## config.mk

```make
export PLATFORM = sky130hd
export DESIGN_NAME = dadda_mac_acc_flat
export DESIGN_NICKNAME = d
export VERILOG_FILES = /design/src/rtl/dadda_mac_if.sv /design/src/rtl/dadda_mac_acc.sv /design/src/flat_wrapper.sv
export SDC_FILE = /design/constraint.sdc
export NUM_CORES = 1
export LEC_CHECK = 0
export CORE_MARGIN = 8
export CORE_UTILIZATION = 58
export CTS_BUF_LIST = sky130_fd_sc_hd__clkbuf_4 sky130_fd_sc_hd__clkbuf_8 sky130_fd_sc_hd__clkbuf_16
export DETAILED_ROUTE_END_ITERATION = 7
export HOLD_SLACK_MARGIN = 0.08
export PLACE_DENSITY = 0.81
export SYNTH_ARGS = -nofsm -noshare
export SYNTH_HDL_FRONTEND = slang
export SYNTH_HIERARCHICAL = 1
export SYNTH_SLANG_ARGS = --single-unit
```

## constraint.sdc

```tcl
create_clock -name clk -period 4.7 [get_ports clk]
set_clock_uncertainty 0.1 [all_clocks]
set_input_delay 0.705 -clock clk [delete_from_list [all_inputs] [get_ports clk]]
set_output_delay 0.705 -clock clk [all_outputs]
set_load 0.05 [all_outputs]
```

## src/rtl/dadda_mac_if.sv

```systemverilog
// Operand/result handshake bundle for the dadda multiply-accumulate stage.
// master drives operands and result ready; slave is the accumulator block.
interface dadda_mac_if #(
  parameter int unsigned ACC_W = 24,
  parameter int unsigned CNT_W = 8
);
  logic             start;
  logic [CNT_W-1:0] len;
  logic             in_valid;
  logic             in_ready;
  logic [7:0]       a;
  logic [7:0]       b;
  logic             busy;
  logic             out_valid;
  logic             out_ready;
  logic [ACC_W-1:0] acc_out;
  logic             overflow;

  modport master (
    output start, len, in_valid, a, b, out_ready,
    input  in_ready, busy, out_valid, acc_out, overflow
  );

  modport slave (
    input  start, len, in_valid, a, b, out_ready,
    output in_ready, busy, out_valid, acc_out, overflow
  );
endinterface

```

## src/rtl/dadda_mac_acc.sv

```systemverilog
// Burst multiply-accumulate around an 8x8 Dadda-tree multiplier.
// Operand pairs are registered, multiplied, and summed into a wide sticky-overflow accumulator.

module dadda_8 (
  input  logic [7:0]  i_a,
  input  logic [7:0]  i_b,
  output logic [15:0] o_p_c
);
  localparam int unsigned COLS = 17;
  localparam int unsigned MAXH = 10;
  localparam int unsigned CW   = 5;
  localparam int unsigned HW   = 4;

  // Column-wise Dadda reduction 8 -> 6 -> 4 -> 3 -> 2, then one carry-propagate add.
  function automatic logic [15:0] dadda_reduce(input logic [7:0] x, input logic [7:0] y);
    logic [MAXH-1:0] cur [COLS];
    logic [MAXH-1:0] nxt [COLS];
    int              ch  [COLS];
    int              nh  [COLS];
    int              d;
    int              src;
    int              rem;
    logic [CW-1:0]   ci;
    logic [CW-1:0]   cn;
    logic            s0;
    logic            s1;
    logic            s2;
    logic [15:0]     ra;
    logic [15:0]     rb;

    for (int unsigned c = 0; c < COLS; c++) begin
      cur[CW'(c)] = '0;
      nxt[CW'(c)] = '0;
      ch[CW'(c)]  = 0;
      nh[CW'(c)]  = 0;
    end

    for (int unsigned i = 0; i < 8; i++) begin
      for (int unsigned j = 0; j < 8; j++) begin
        ci = CW'(i + j);
        cur[ci][HW'(ch[ci])] = x[3'(i)] & y[3'(j)];
        ch[ci] = ch[ci] + 1;
      end
    end

    for (int unsigned st = 0; st < 4; st++) begin
      d = (st == 0) ? 6 : (st == 1) ? 4 : (st == 2) ? 3 : 2;
      for (int unsigned c = 0; c < COLS; c++) begin
        nxt[CW'(c)] = '0;
        nh[CW'(c)]  = 0;
      end
      // Carries into column c are already placed before c is reduced.
      for (int unsigned c = 0; c < COLS - 1; c++) begin
        ci  = CW'(c);
        cn  = CW'(c + 1);
        src = 0;
        for (int unsigned k = 0; k < MAXH; k++) begin
          rem = ch[ci] - src;
          if ((rem + nh[ci] - d >= 2) && (rem >= 3)) begin
            s0 = cur[ci][HW'(src)];
            s1 = cur[ci][HW'(src + 1)];
            s2 = cur[ci][HW'(src + 2)];
            nxt[ci][HW'(nh[ci])] = s0 ^ s1 ^ s2;
            nh[ci] = nh[ci] + 1;
            nxt[cn][HW'(nh[cn])] = (s0 & s1) | (s0 & s2) | (s1 & s2);
            nh[cn] = nh[cn] + 1;
            src = src + 3;
          end else if ((rem + nh[ci] - d >= 1) && (rem >= 2)) begin
            s0 = cur[ci][HW'(src)];
            s1 = cur[ci][HW'(src + 1)];
            nxt[ci][HW'(nh[ci])] = s0 ^ s1;
            nh[ci] = nh[ci] + 1;
            nxt[cn][HW'(nh[cn])] = s0 & s1;
            nh[cn] = nh[cn] + 1;
            src = src + 2;
          end
        end
        for (int unsigned k = 0; k < MAXH; k++) begin
          if (src < ch[ci]) begin
            nxt[ci][HW'(nh[ci])] = cur[ci][HW'(src)];
            nh[ci] = nh[ci] + 1;
            src = src + 1;
          end
        end
      end
      cur = nxt;
      ch  = nh;
    end

    for (int unsigned c = 0; c < 16; c++) begin
      ra[4'(c)] = cur[CW'(c)][0];
      rb[4'(c)] = cur[CW'(c)][1];
    end
    return ra + rb;
  endfunction

  assign o_p_c = dadda_reduce(i_a, i_b);
endmodule

module dadda_mac_acc #(
  parameter int unsigned ACC_W = 24,
  parameter int unsigned CNT_W = 8
) (
  input  logic        clk,
  input  logic        rst_n,
  dadda_mac_if.slave  bus
);
  localparam int unsigned PW = 16;

  typedef enum logic [1:0] {
    S_IDLE  = 2'd0,
    S_RUN   = 2'd1,
    S_DRAIN = 2'd2,
    S_DONE  = 2'd3
  } state_e;

  state_e           r_state;
  state_e           w_state_nxt;
  logic [CNT_W-1:0] r_len;
  logic [CNT_W-1:0] r_cnt;
  logic [7:0]       r_a;
  logic [7:0]       r_b;
  logic             r_v1;
  logic [PW-1:0]    r_p;
  logic             r_v2;
  logic [ACC_W-1:0] r_acc;
  logic             r_ovf;
  logic             r_in_ready;
  logic             r_busy;
  logic             r_out_valid;
  logic             w_in_ready_nxt;
  logic             w_busy_nxt;
  logic             w_out_valid_nxt;
  logic             w_xfer;
  logic             w_last;
  logic             w_out_fire;
  logic             w_start_run;
  logic             w_start_zero;
  logic [PW-1:0]    w_p_c;
  logic [ACC_W:0]   w_sum;

  assign w_xfer       = bus.in_valid & r_in_ready;
  assign w_last       = w_xfer && ((r_cnt + CNT_W'(1)) == r_len);
  assign w_out_fire   = r_out_valid & bus.out_ready;
  assign w_start_run  = (r_state == S_IDLE) && bus.start && (bus.len != '0);
  assign w_start_zero = (r_state == S_IDLE) && bus.start && (bus.len == '0);
  assign w_sum        = (ACC_W + 1)'(r_acc) + (ACC_W + 1)'(r_p);

  // State register; handshake outputs are registered alongside it.
  always_ff @(posedge clk or negedge rst_n) begin
    if (!rst_n) begin
      r_state     <= S_IDLE;
      r_in_ready  <= 1'b0;
      r_busy      <= 1'b0;
      r_out_valid <= 1'b0;
    end else begin
      r_state     <= w_state_nxt;
      r_in_ready  <= w_in_ready_nxt;
      r_busy      <= w_busy_nxt;
      r_out_valid <= w_out_valid_nxt;
    end
  end

  always_comb begin
    w_state_nxt = r_state;
    case (r_state)
      S_IDLE: begin
        if (w_start_zero)     w_state_nxt = S_DONE;
        else if (w_start_run) w_state_nxt = S_RUN;
      end
      S_RUN: begin
        if (w_last) w_state_nxt = S_DRAIN;
      end
      S_DRAIN: begin
        if (!r_v1 && !r_v2) w_state_nxt = S_DONE;
      end
      S_DONE: begin
        if (w_out_fire) w_state_nxt = S_IDLE;
      end
      default: w_state_nxt = S_IDLE;
    endcase
  end

  // Staying in RUN implies count < len, so in_ready follows the next state alone.
  always_comb begin
    w_in_ready_nxt  = 1'b0;
    w_busy_nxt      = 1'b0;
    w_out_valid_nxt = 1'b0;
    w_in_ready_nxt  = (w_state_nxt == S_RUN);
    w_busy_nxt      = (w_state_nxt != S_IDLE);
    w_out_valid_nxt = (w_state_nxt == S_DONE);
  end

  always_ff @(posedge clk or negedge rst_n) begin
    if (!rst_n) begin
      r_len <= '0;
      r_cnt <= '0;
    end else if (w_start_run) begin
      r_len <= bus.len;
      r_cnt <= '0;
    end else if (w_xfer) begin
      r_cnt <= r_cnt + CNT_W'(1);
    end
  end

  always_ff @(posedge clk or negedge rst_n) begin
    if (!rst_n) begin
      r_a  <= '0;
      r_b  <= '0;
      r_v1 <= 1'b0;
      r_p  <= '0;
      r_v2 <= 1'b0;
    end else begin
      r_v1 <= w_xfer;
      if (w_xfer) begin
        r_a <= bus.a;
        r_b <= bus.b;
      end
      r_p  <= w_p_c;
      r_v2 <= r_v1;
    end
  end

  dadda_8 u_mul (
    .i_a   (r_a),
    .i_b   (r_b),
    .o_p_c (w_p_c)
  );

  // Accumulator holds its value through DONE/IDLE and clears only when a burst begins.
  always_ff @(posedge clk or negedge rst_n) begin
    if (!rst_n) begin
      r_acc <= '0;
      r_ovf <= 1'b0;
    end else if (w_start_run || w_start_zero) begin
      r_acc <= '0;
      r_ovf <= 1'b0;
    end else if (r_v2) begin
      r_acc <= w_sum[ACC_W-1:0];
      r_ovf <= r_ovf | w_sum[ACC_W];
    end
  end

  assign bus.in_ready  = r_in_ready;
  assign bus.busy      = r_busy;
  assign bus.out_valid = r_out_valid;
  assign bus.acc_out   = r_acc;
  assign bus.overflow  = r_ovf;
endmodule

```

## src/flat_wrapper.sv

```systemverilog
// flat-port wrapper written by rule: the top's interface ports become plain ports
module dadda_mac_acc_flat 
#(
  parameter int unsigned ACC_W = 24,
  parameter int unsigned CNT_W = 8
)
  (clk, rst_n, bus_start, bus_len, bus_in_valid, bus_a, bus_b, bus_out_ready, bus_in_ready, bus_busy, bus_out_valid, bus_acc_out, bus_overflow);
  dadda_mac_if #(.ACC_W(ACC_W), .CNT_W(CNT_W)) bus_i ();
  input  logic clk;
  input  logic rst_n;
  input wire logic [$bits(bus_i.start)-1:0] bus_start;
  input wire logic [$bits(bus_i.len)-1:0] bus_len;
  input wire logic [$bits(bus_i.in_valid)-1:0] bus_in_valid;
  input wire logic [$bits(bus_i.a)-1:0] bus_a;
  input wire logic [$bits(bus_i.b)-1:0] bus_b;
  input wire logic [$bits(bus_i.out_ready)-1:0] bus_out_ready;
  output wire logic [$bits(bus_i.in_ready)-1:0] bus_in_ready;
  output wire logic [$bits(bus_i.busy)-1:0] bus_busy;
  output wire logic [$bits(bus_i.out_valid)-1:0] bus_out_valid;
  output wire logic [$bits(bus_i.acc_out)-1:0] bus_acc_out;
  output wire logic [$bits(bus_i.overflow)-1:0] bus_overflow;
  assign bus_i.start = bus_start;
  assign bus_i.len = bus_len;
  assign bus_i.in_valid = bus_in_valid;
  assign bus_i.a = bus_a;
  assign bus_i.b = bus_b;
  assign bus_i.out_ready = bus_out_ready;
  assign bus_in_ready = bus_i.in_ready;
  assign bus_busy = bus_i.busy;
  assign bus_out_valid = bus_i.out_valid;
  assign bus_acc_out = bus_i.acc_out;
  assign bus_overflow = bus_i.overflow;
  dadda_mac_acc #(.ACC_W(ACC_W), .CNT_W(CNT_W)) u_core (.clk(clk), .rst_n(rst_n), .bus(bus_i));
endmodule
```

# Word-level counts from Yosys, hierarchy flattened
# Cells that the tools add are included.
totals:
  latchBits: 0
  input_bits: 29
  ramBits: 0
  wordCells: 374
  romBits: 0
  n_memories: 0
  reg_bits: 80
  output_inout_bits: 28
classes:
  reduce_logical: 14
  n_bitwise: 326
  n_eq_ne: 6
  n_mul: 0
  n_addsub: 3
  muxes: 12
  div: 0
  order_cmp: 0
  n_shift: 0
op_table:
  columns: ["op", "n"]
  rows:
  - ["1-bit bitwise AND", 178]
  - ["1-bit XOR", 77]
  - ["1-bit bitwise OR", 71]
  - ["24-bit 2-to-1 mux", 2]
  - ["24-bit by 16-bit adder with 25-bit output", 1]
  - ["15-bit by 15-bit adder with 16-bit output", 1]
  - ["8-bit 2-to-1 mux", 2]
  - ["2-bit 2-to-1 mux", 5]
  - ["8-bit by 1-bit adder with 8-bit output, second input constant", 1]
  - ["8-bit == test", 1]
  - ["8-bit zero test", 1]
  - ["2-bit case mux with 4 select lines", 1]
  - ["8-bit nonzero test", 1]
  - ["2-bit == test, second input constant", 3]
  - ["2-bit nonzero test", 3]
  - ["1-bit logical AND", 5]
  - ["2-bit by 1-bit == test with 1-bit output, second input constant", 2]
  - ["1-bit zero test", 2]
  - ["2-bit zero test", 1]
  - ["1-bit 2-to-1 mux", 2]
  - ["1-bit logical OR", 1]

# Logic depth before layout (Yosys ltp)
# Gate-level depths: netlist of the first run.
logic_depth:
  word_depth: 14
  ltp_mapped: 16
  ltp_nobuf: 15

# Hierarchy
# The synthesis of the first run kept the hierarchy.
modules_own_cells:
  columns: ["module", "seq_area_each_um2", "n_inst", "cells_each", "area_each_um2"]
  rows:
  - ["dadda_mac_acc", 2001.9, 1, 401, 3933.8]
  - ["dadda_8", 0.0, 1, 247, 1963.1]

# Worst setup path after synthesis of the first run
# OpenSTA, ideal clock, no wires.
synth_timing:
  path_kind: "reg2reg"
  from: "register u_core.r_b[7]"
  to: "register u_core.r_p[12]"
  path_stages_with_launch: 16
  setup_slack_ps: 716
  synth_period_minus_slack_ps: 3984
  arrival_ps: 3753
  required_ps: 4469
  path_cell_list: "dfrtp_1 > and2_1 > fa_1 > inv_1 > fa_1 > inv_1 > fa_1 > inv_1 > fa_1 > inv_1 > ha_1 > a21oi_1 > o21ai_0 > a21oi_1 > o21ai_0 > xor2_1"
synth_between:
  elab_chain_cells: 14
  word_cells_on_any_way: 129
synth_rtl:
  columns: ["element", "line_no", "rtl"]
  rows:
  - ["start, declared", "dadda_mac_acc.sv:122", "logic [7:0] r_b;"]
  - ["start signal, assigned", "dadda_mac_acc.sv:217", "r_b <= bus.b;"]
  - ["1-bit bitwise AND", "dadda_mac_acc.sv:41", "cur[ci][HW'(ch[ci])] = x[3'(i)] & y[3'(j)];"]
  - ["1-bit bitwise AND, on equally long branches", null, null]
  - ["1-bit bitwise OR (2 in series)", "dadda_mac_acc.sv:65", "nxt[cn][HW'(nh[cn])] = (s0 & s1) | (s0 & s2) | (s1 & s2);"]
  - ["1-bit bitwise AND, on equally long branches", null, null]
  - ["1-bit bitwise OR (2 in series)", "dadda_mac_acc.sv:65", null]
  - ["1-bit bitwise AND, on equally long branches", null, null]
  - ["1-bit bitwise OR (2 in series)", "dadda_mac_acc.sv:65", null]
  - ["1-bit bitwise AND, on equally long branches", null, null]
  - ["1-bit bitwise OR (2 in series)", "dadda_mac_acc.sv:65", null]
  - ["15-bit by 15-bit adder with 16-bit output (*)", "dadda_mac_acc.sv:94", "return ra + rb;"]
  - ["via u_core.w_p_c[12]", "dadda_mac_acc.sv:139", "logic [PW-1:0] w_p_c;"]
  - ["end signal, assigned", "dadda_mac_acc.sv:219", "r_p <= w_p_c;"]
  - ["end, declared", "dadda_mac_acc.sv:124", "logic [PW-1:0] r_p;"]
# The timed path passes the listed nets; every way through them passes the cells marked *.
# A chain may end at the register's enable or synchronous reset.

# Final worst setup path of the first run
# Ends and elaborated chain as after synthesis.

==> results of run 1 <==
final timing paths:
kind	startpoint	to	slack, ps	cells past startpoint
setup / recovery	u_core/r_b[7]	u_core/r_p[12]	510	15
hold / removal	u_core/r_v1	u_core/r_v2	290	0
setup reg to reg	u_core/r_b[7]	u_core/r_p[12]	510	15
hold reg to reg	u_core/r_v1	u_core/r_v2	290	0
max in group asynchronous	rst_n	u_core/r_a[6]	3450	1
min in group asynchronous	rst_n	u_core/bus.overflow	410	1
metal layers:
| metal | global-route usage, % | wire (um) | up-vias |
|---|---|---|---|
| met1 | 25.4 | 5670 | 2244 |
| met5 | 0 | 0 | - |
| met3 | 4.16 | 599 | 26 |
| li1 | - | - | 2263 |
| met4 | 8.79 | 366 | 0 |
| met2 | 35.2 | 6360 | 106 |
critical path, cell delays in order, from the launching register on:
cell and delay, ps:
dfrtp_1 460, and2_1 210, fa_1 530, inv_1 50
fa_1 490, inv_1 50, fa_1 480, inv_1 50
fa_1 490, inv_1 40, ha_1 350, a21oi_1 160
o21ai_0 120, a21oi_1 200, o21ai_0 120, xor2_1 150
area by class of cell:
class                           instances  area [um^2]
Clock buffer                            9          124
Multi-Input combinational cell        496         3620
Timing Repair Buffer                   57          566
Clock inverter                          6         91.3
Fill cell                             889         3300
Inverter                               59          221
Tap cell                              136          170
Sequential cell                        80         2000
cell families (layout without fill, tap and decap cells):
kind of cell	after synthesis	in the layout	share of synthesized area, %
mux	17	17	3.08
fa+ha+maj	75	75	20.6
compound gates	108	108	11.3
buf+inv	72	131	4.65
simple gates	259	259	20.9
xor+xnor	37	37	5.50
flops	80	80	33.9
report_power, final:
| part | leakage [nW] | switching, mW | internal (mW) |
|---|---|---|---|
| clock | 0.110 | 0.262 | 0.300 |
| sequential | 0.969 | 0.310 | 1.00 |
| combinational | 2.17 | 2.16 | 1.52 |
flip-flops by register name, summed over array words and instances, names as in the netlist, 2 cells and up:
signal / flops
u_core/r_a: 8
u_core/bus.acc_out: 24
u_core/r_len: 8
u_core/r_p: 16
u_core/r_state: 2
u_core/r_b: 8
u_core/r_cnt: 8
synth_stat cells (3+ instances only):
| cell type | number | area share (%) |
|---|---|---|
| nand2b_1 | 5 | 0.53 |
| o2111ai_1 | 3 | 0.45 |
| and2_1 | 43 | 4.6 |
| nor2_1 | 56 | 3.6 |
| a21oi_1 | 35 | 3.0 |
| a21o_1 | 7 | 0.89 |
| xnor2_1 | 20 | 3.0 |
| buf_2 | 3 | 0.25 |
| dfrtp_1 | 80 | 34 |
| a31oi_1 | 3 | 0.32 |
| nor4_1 | 3 | 0.32 |
| a211oi_1 | 6 | 0.76 |
| nand2_1 | 104 | 6.6 |
| nand3_1 | 11 | 0.93 |
| nor2b_1 | 7 | 0.74 |
| nand4_1 | 4 | 0.42 |
| clkbuf_1 | 9 | 0.57 |
| o211ai_1 | 3 | 0.38 |
| ha_1 | 38 | 8.1 |
| or3_1 | 3 | 0.32 |
| inv_1 | 58 | 3.7 |
| fa_1 | 37 | 13 |
| mux2_2 | 9 | 1.7 |
| nor3_1 | 7 | 0.59 |
| o21ai_0 | 29 | 2.5 |
| nor4b_1 | 3 | 0.45 |
| xor2_1 | 17 | 2.5 |
| o22ai_1 | 5 | 0.53 |
| mux2i_1 | 8 | 1.4 |
| o31ai_1 | 3 | 0.38 |
==> key figures, run 1 <==
Worst setup path
  • CP Capture Type: flip-flop
  • Worst setup path class: reg -> reg
  • Arr. time, crit path: 4320 ps
  • Worst path required time: 4840 ps
  • Max FO, Critical Path: 9
  • Startpoint types: flip-flop

Finish
  • Most common cell after layout, fill and taps aside: nand2_1
  • Share of layout cells above drive strength 1: 4.53%
  • Design Area, Final: 0.00680 mm^2
  • Syn-to-layout area delta: 15.2%
  • Final net count: 807
  • Commonest non-fill, non-tap cells in the layout: 104 x nand2_1, 80 x dfrtp_1, 58 x inv_1
  • Non-filler cells, final: about 840
  • Post-Route Utilization: 67.3%
  • N_diodes: 0

Yosys
  • Synth Net Count: about 750
  • Async S/R FF share, synth: 100%
  • Mapped Area: 0.00590 mm^2
  • Number of synthesized flops with an enable pin: 0
  • Gate Count Post-Synth: roughly 650
  • Main flop type after synthesis: dfrtp_1
  • Synthesis Warnings: 6
  • Mean Syn Cell Area: approximately 9.1 um^2
  • Count of different cell masters after synthesis: 54
  • Yosys reg bits: 80
  • Sequential share of the synthesized area: 33.9%

Status
  • Status: finished clean

Global route
  • First-pass GRT wire length: between 20,000 and 25,000 um
  • Overflow after GRT: 0
  • Pin count of the biggest net entering global routing: 81
  • Global-route usage over all layers: about a fifth
  • Initial antenna violation count: 0
  • Number of global-route vias before repair: 4,778

Floorplan
  • Die Footprint: 0.0136 mm^2
  • Vert. Die Dim: between 100 and 150 um
  • I/O pins: 57
  • # rows: 37
  • DIE WIDTH: between 100 and 150 um
  • Initial Util: 58.4%
  • Core Region: 0.0101 mm^2

Timing
  • RSZ-0062 raised after global routing: false
  • FMAX: 239 MHz
  • Worst rel slew slack: 33.7%
  • Tightest Pin Transition: 995 ps
  • Fin crit period: between 4000 and 5000 ps
  • Final Cycle Share: 89.1%
  • Final setup TNS: 0 ps
  • Worst hold slack: 292 ps
  • Slew Limit Fails: 0
  • Setup-failing EPs final: 0
  • Hold Vio Cnt, Final: 0
  • Final WS setup: about 510 ps

CTS
  • Post-CTS setup buffer count: 0
  • Clk sinks: 80
  • CTS max path bufs: 2
  • Clk slew on worst S/H paths: 80 ps
  • Hold buffers post-CTS: 0
  • Clk_lat worst skew: 360 ps
  • CTS Root Buffer Type: clkbuf_8
  • CTS tree: yes
  • H-tree levels: 3
  • CTS buffer count: 9
  • CTS resizes: 0

Run
  • Number of max-cap violations: 0

Routing
  • Antenna-violating nets left: 0
  • Post-Route WL: ~13,000 um
  • DR vias/cell: 5.50
  • Initial DRC Count: 216
  • Routed len/inst: between 15 and 20 um
  • DRC errors left: 0
  • Vias post-DR: ~4,600
  • DRT Pass-1 Iters: 4

Min path
  • Hold/Removal Path Class: reg -> reg

Power and ir drop
  • Cell Pwr Density: ~820 mW/mm^2
  • P_leak: 3.25 nW
  • Total Power: 5.55 mW
  • Worst VDD drop: 0.346 mV

Place
  • IO Port Bufs: 56
  • Placed Area: 0.00658 mm^2
  • Detail Placement HPWL: 10,000 um
  • Cell total after placement: 828
  • Setup WS pre-CTS: 511 ps
  • GP Congestion: 0.889
Note: power is estimated with default switching activity, not from simulation.
==> run 2: changes to the inputs <==
--- a/config.mk
+++ b/config.mk
@@ -5,11 +5,11 @@
 export SDC_FILE = /design/constraint.sdc
 export NUM_CORES = 1
 export LEC_CHECK = 0
-export CORE_MARGIN = 8
+export CORE_ASPECT_RATIO = 1.25
 export CORE_UTILIZATION = 58
 export CTS_BUF_LIST = sky130_fd_sc_hd__clkbuf_4 sky130_fd_sc_hd__clkbuf_8 sky130_fd_sc_hd__clkbuf_16
 export DETAILED_ROUTE_END_ITERATION = 7
-export HOLD_SLACK_MARGIN = 0.08
+export HOLD_SLACK_MARGIN = 0.02
 export PLACE_DENSITY = 0.81
 export SYNTH_ARGS = -nofsm -noshare
 export SYNTH_HDL_FRONTEND = slang
==> run 2 against run 1 <==
  * Flip-flop and latch count did not move
  * Clock-buffer cell count is 2 higher
  * Non-clock buffer count unchanged
  * Final cell count fell by 1.1%
  * Worst hold slack got worse by 9.3 ps
  * Worst setup slack worse by 56 ps
  * First-iteration DRC count fell by 1.4%
  * Cell area increased by 0.85%
==> key figures, run 2 (synthesis gave the netlist of run 1 again) <==
CTS
  • Hold buffers post-CTS: 0 (unchanged)
  • CTS tree: yes
  • Clk sinks: 80 (unchanged)
  • Clk slew on worst S/H paths: 60 ps (-20 ps)
  • CTS resizes: 0 (unchanged)
  • Post-CTS setup buffer count: 0 (unchanged)
  • CTS Root Buffer Type: clkbuf_16
  • H-tree levels: 3 (unchanged)
  • CTS buffer count: 9 (unchanged)
  • Clk_lat worst skew: 340 ps (-20 ps)
  • CTS max path bufs: 2 (unchanged)

Timing
  • Slew Limit Fails: 0 (unchanged)
  • Worst rel slew slack: 34.3% (+0.62 points)
  • Setup-failing EPs final: 0 (unchanged)
  • Final Cycle Share: 90.3% (+1.2 points)
  • Hold Vio Cnt, Final: 0 (unchanged)
  • Final setup TNS: 0 ps (unchanged)
  • RSZ-0062 raised after global routing: false
  • Final WS setup: 456 ps (-55.9 ps)
  • Fin crit period: 4240 ps (+55.9 ps)
  • FMAX: 236 MHz (-1.3%)
  • Tightest Pin Transition: 985 ps (-9.30 ps)

Floorplan
  • Die Footprint: 0.0106 mm^2 (-23%)
  • I/O pins: 57 (unchanged)
  • Core Region: 0.00976 mm^2 (-3.3%)
  • DIE WIDTH: 92.2 um (-21%)
  • Initial Util: 60.4% (+2.0 points)
  • Vert. Die Dim: 115 um (-1.8%)
  • # rows: 40 (+8.1%)

Worst setup path
  • Max FO, Critical Path: 9 (unchanged)
  • Startpoint types: flip-flop
  • Slowest-stage cell, CP: fa_1
  • Reg2reg path depth: 15 (unchanged)
  • CP Capture Type: flip-flop
  • Arr. time, crit path: 4410 ps (+90 ps)
  • CP peak stage delay: 540 ps (about the same)
  • FF-to-FF Start: u_core/r_b[7]
  • Reg2reg end: u_core/r_p[12]
  • Worst setup path class: reg -> reg
  • Flop2flop setup slack: 460 ps (-60 ps)
  • Critical path cell sequence: and2_1, fa_1, inv_1, fa_1, inv_1, fa_1, inv_1, fa_1, inv_1, ha_1, a21oi_1, o21ai_0, a21oi_1, o21ai_0, xor2_1
  • Worst path required time: 4860 ps (+20 ps)

Global route
  • Initial antenna violation count: 0 (unchanged)
  • Global-route usage over all layers: 26.2% (+5.4 points)
  • Pin count of the biggest net entering global routing: 81 (unchanged)
  • Overflow after GRT: 0 (unchanged)
  • First-pass GRT wire length: 21,700 um (-3.7%)
  • Number of global-route vias before repair: 4,693 (-1.8%)

Place
  • GP Congestion: 0.927 (+4.3%)
  • Setup WS pre-CTS: 503 ps (-8.37 ps)
  • Detail Placement HPWL: 9790 um (-2.4%)
  • Cell total after placement: 818 (-1.2%)
  • IO Port Bufs: 56 (unchanged)

Finish
  • Number of flip-flops under the largest register name: 24 (unchanged)
  • Syn-to-layout area delta: 16.2%
  • Final net count: 807 (unchanged)
  • Non-filler cells, final: 834 (-1.1%)
  • N_diodes: 0 (unchanged)
  • Share of layout cells above drive strength 1: 4.66% (+0.13 points)
  • Commonest non-fill, non-tap cells in the layout: 104 x nand2_1, 80 x dfrtp_1, 58 x inv_1
  • Most common cell after layout, fill and taps aside: nand2_1
  • Fillers: 761 (-14%)
  • Post-Route Utilization: 70.2% (+2.9 points)

Status
  • Status: finished clean

Min path
  • HP Start: u_core/r_v1
  • Hold Crit Depth: 0 (unchanged)
  • Min-Delay Endpoint: u_core/r_v2
  • Hold/Removal Path Class: reg -> reg

Run
  • Number of max-cap violations: 0 (unchanged)

Routing
  • Post-Route WL: 13,000 um (-0.16%)
  • DRT Pass-1 Iters: 5 (+1)
  • Initial DRC Count: 213 (-1.4%)
  • Antenna-violating nets left: 0 (unchanged)
  • DR vias/cell: 5.65 (+2.6%)
  • Vias post-DR: 4,711 (+1.6%)
  • DRC errors left: 0 (unchanged)
  • Routed len/inst: 15.6 um (+0.92%)
[run 2: layout make-up]
class / count / area [um^2] / area share, %
sequential: 80 / 2000 / 29.2
timing repair buffer: 57 / 566 / 8.25
clock inverter: 5 / 38.8 / 0.566
inverter: 59 / 221 / 3.23
multi-input combinational: 496 / 3620 / 52.8
tap: 126 / 158 / 2.30
clock buffer: 11 / 246 / 3.60
[run 2: how the worst max path moves through the flow]
stage / startpoint / to / depth (start not counted)
after floorplan: u_core/r_b[7] / u_core/r_p[12] / 15
after global placement: u_core/r_b[7] / u_core/r_p[12] / 15
after detailed placement: u_core/r_b[7] / u_core/r_p[12] / 15
after CTS: u_core/r_b[7] / u_core/r_p[12] / 15
after global routing: u_core/r_b[7] / u_core/r_p[12] / 15
final: u_core/r_b[7] / u_core/r_p[12] / 15
[run 2: per-stage QoR]
step,hold slack (ps),area (um^2)
after floorplan,255,5900
after global placement,265,6570
after detailed placement,266,6570
after CTS,284,6850
after global routing,293,6850
final,282,6850
[run 2: layer usage]
layer / GRT usage [%] / wire length [um] / up-vias
met4: 12.1 / 325 / 0
met5: 0 / 0 / -
met1: 29.5 / 5240 / 2284
met2: 48.8 / 6970 / 126
li1: - / - / 2273
met3: 3.97 / 445 / 28
[run 2: worst max-delay path: cells and delay by family, from the launching register on]
kind | cells | cell delay, ps
and+or+nand+nor | 1 | 220
buffers and inverters | 4 | 190
adders and majority gates | 5 | 2360
DFF | 1 | 460
AOI/OAI and AO/OA | 4 | 680
xor gates and xnor gates | 1 | 160
Power of run 2 is left out: the tool's default activity adds up to more than one toggle a clock period on the data nets, which glitch-free logic cannot reach.
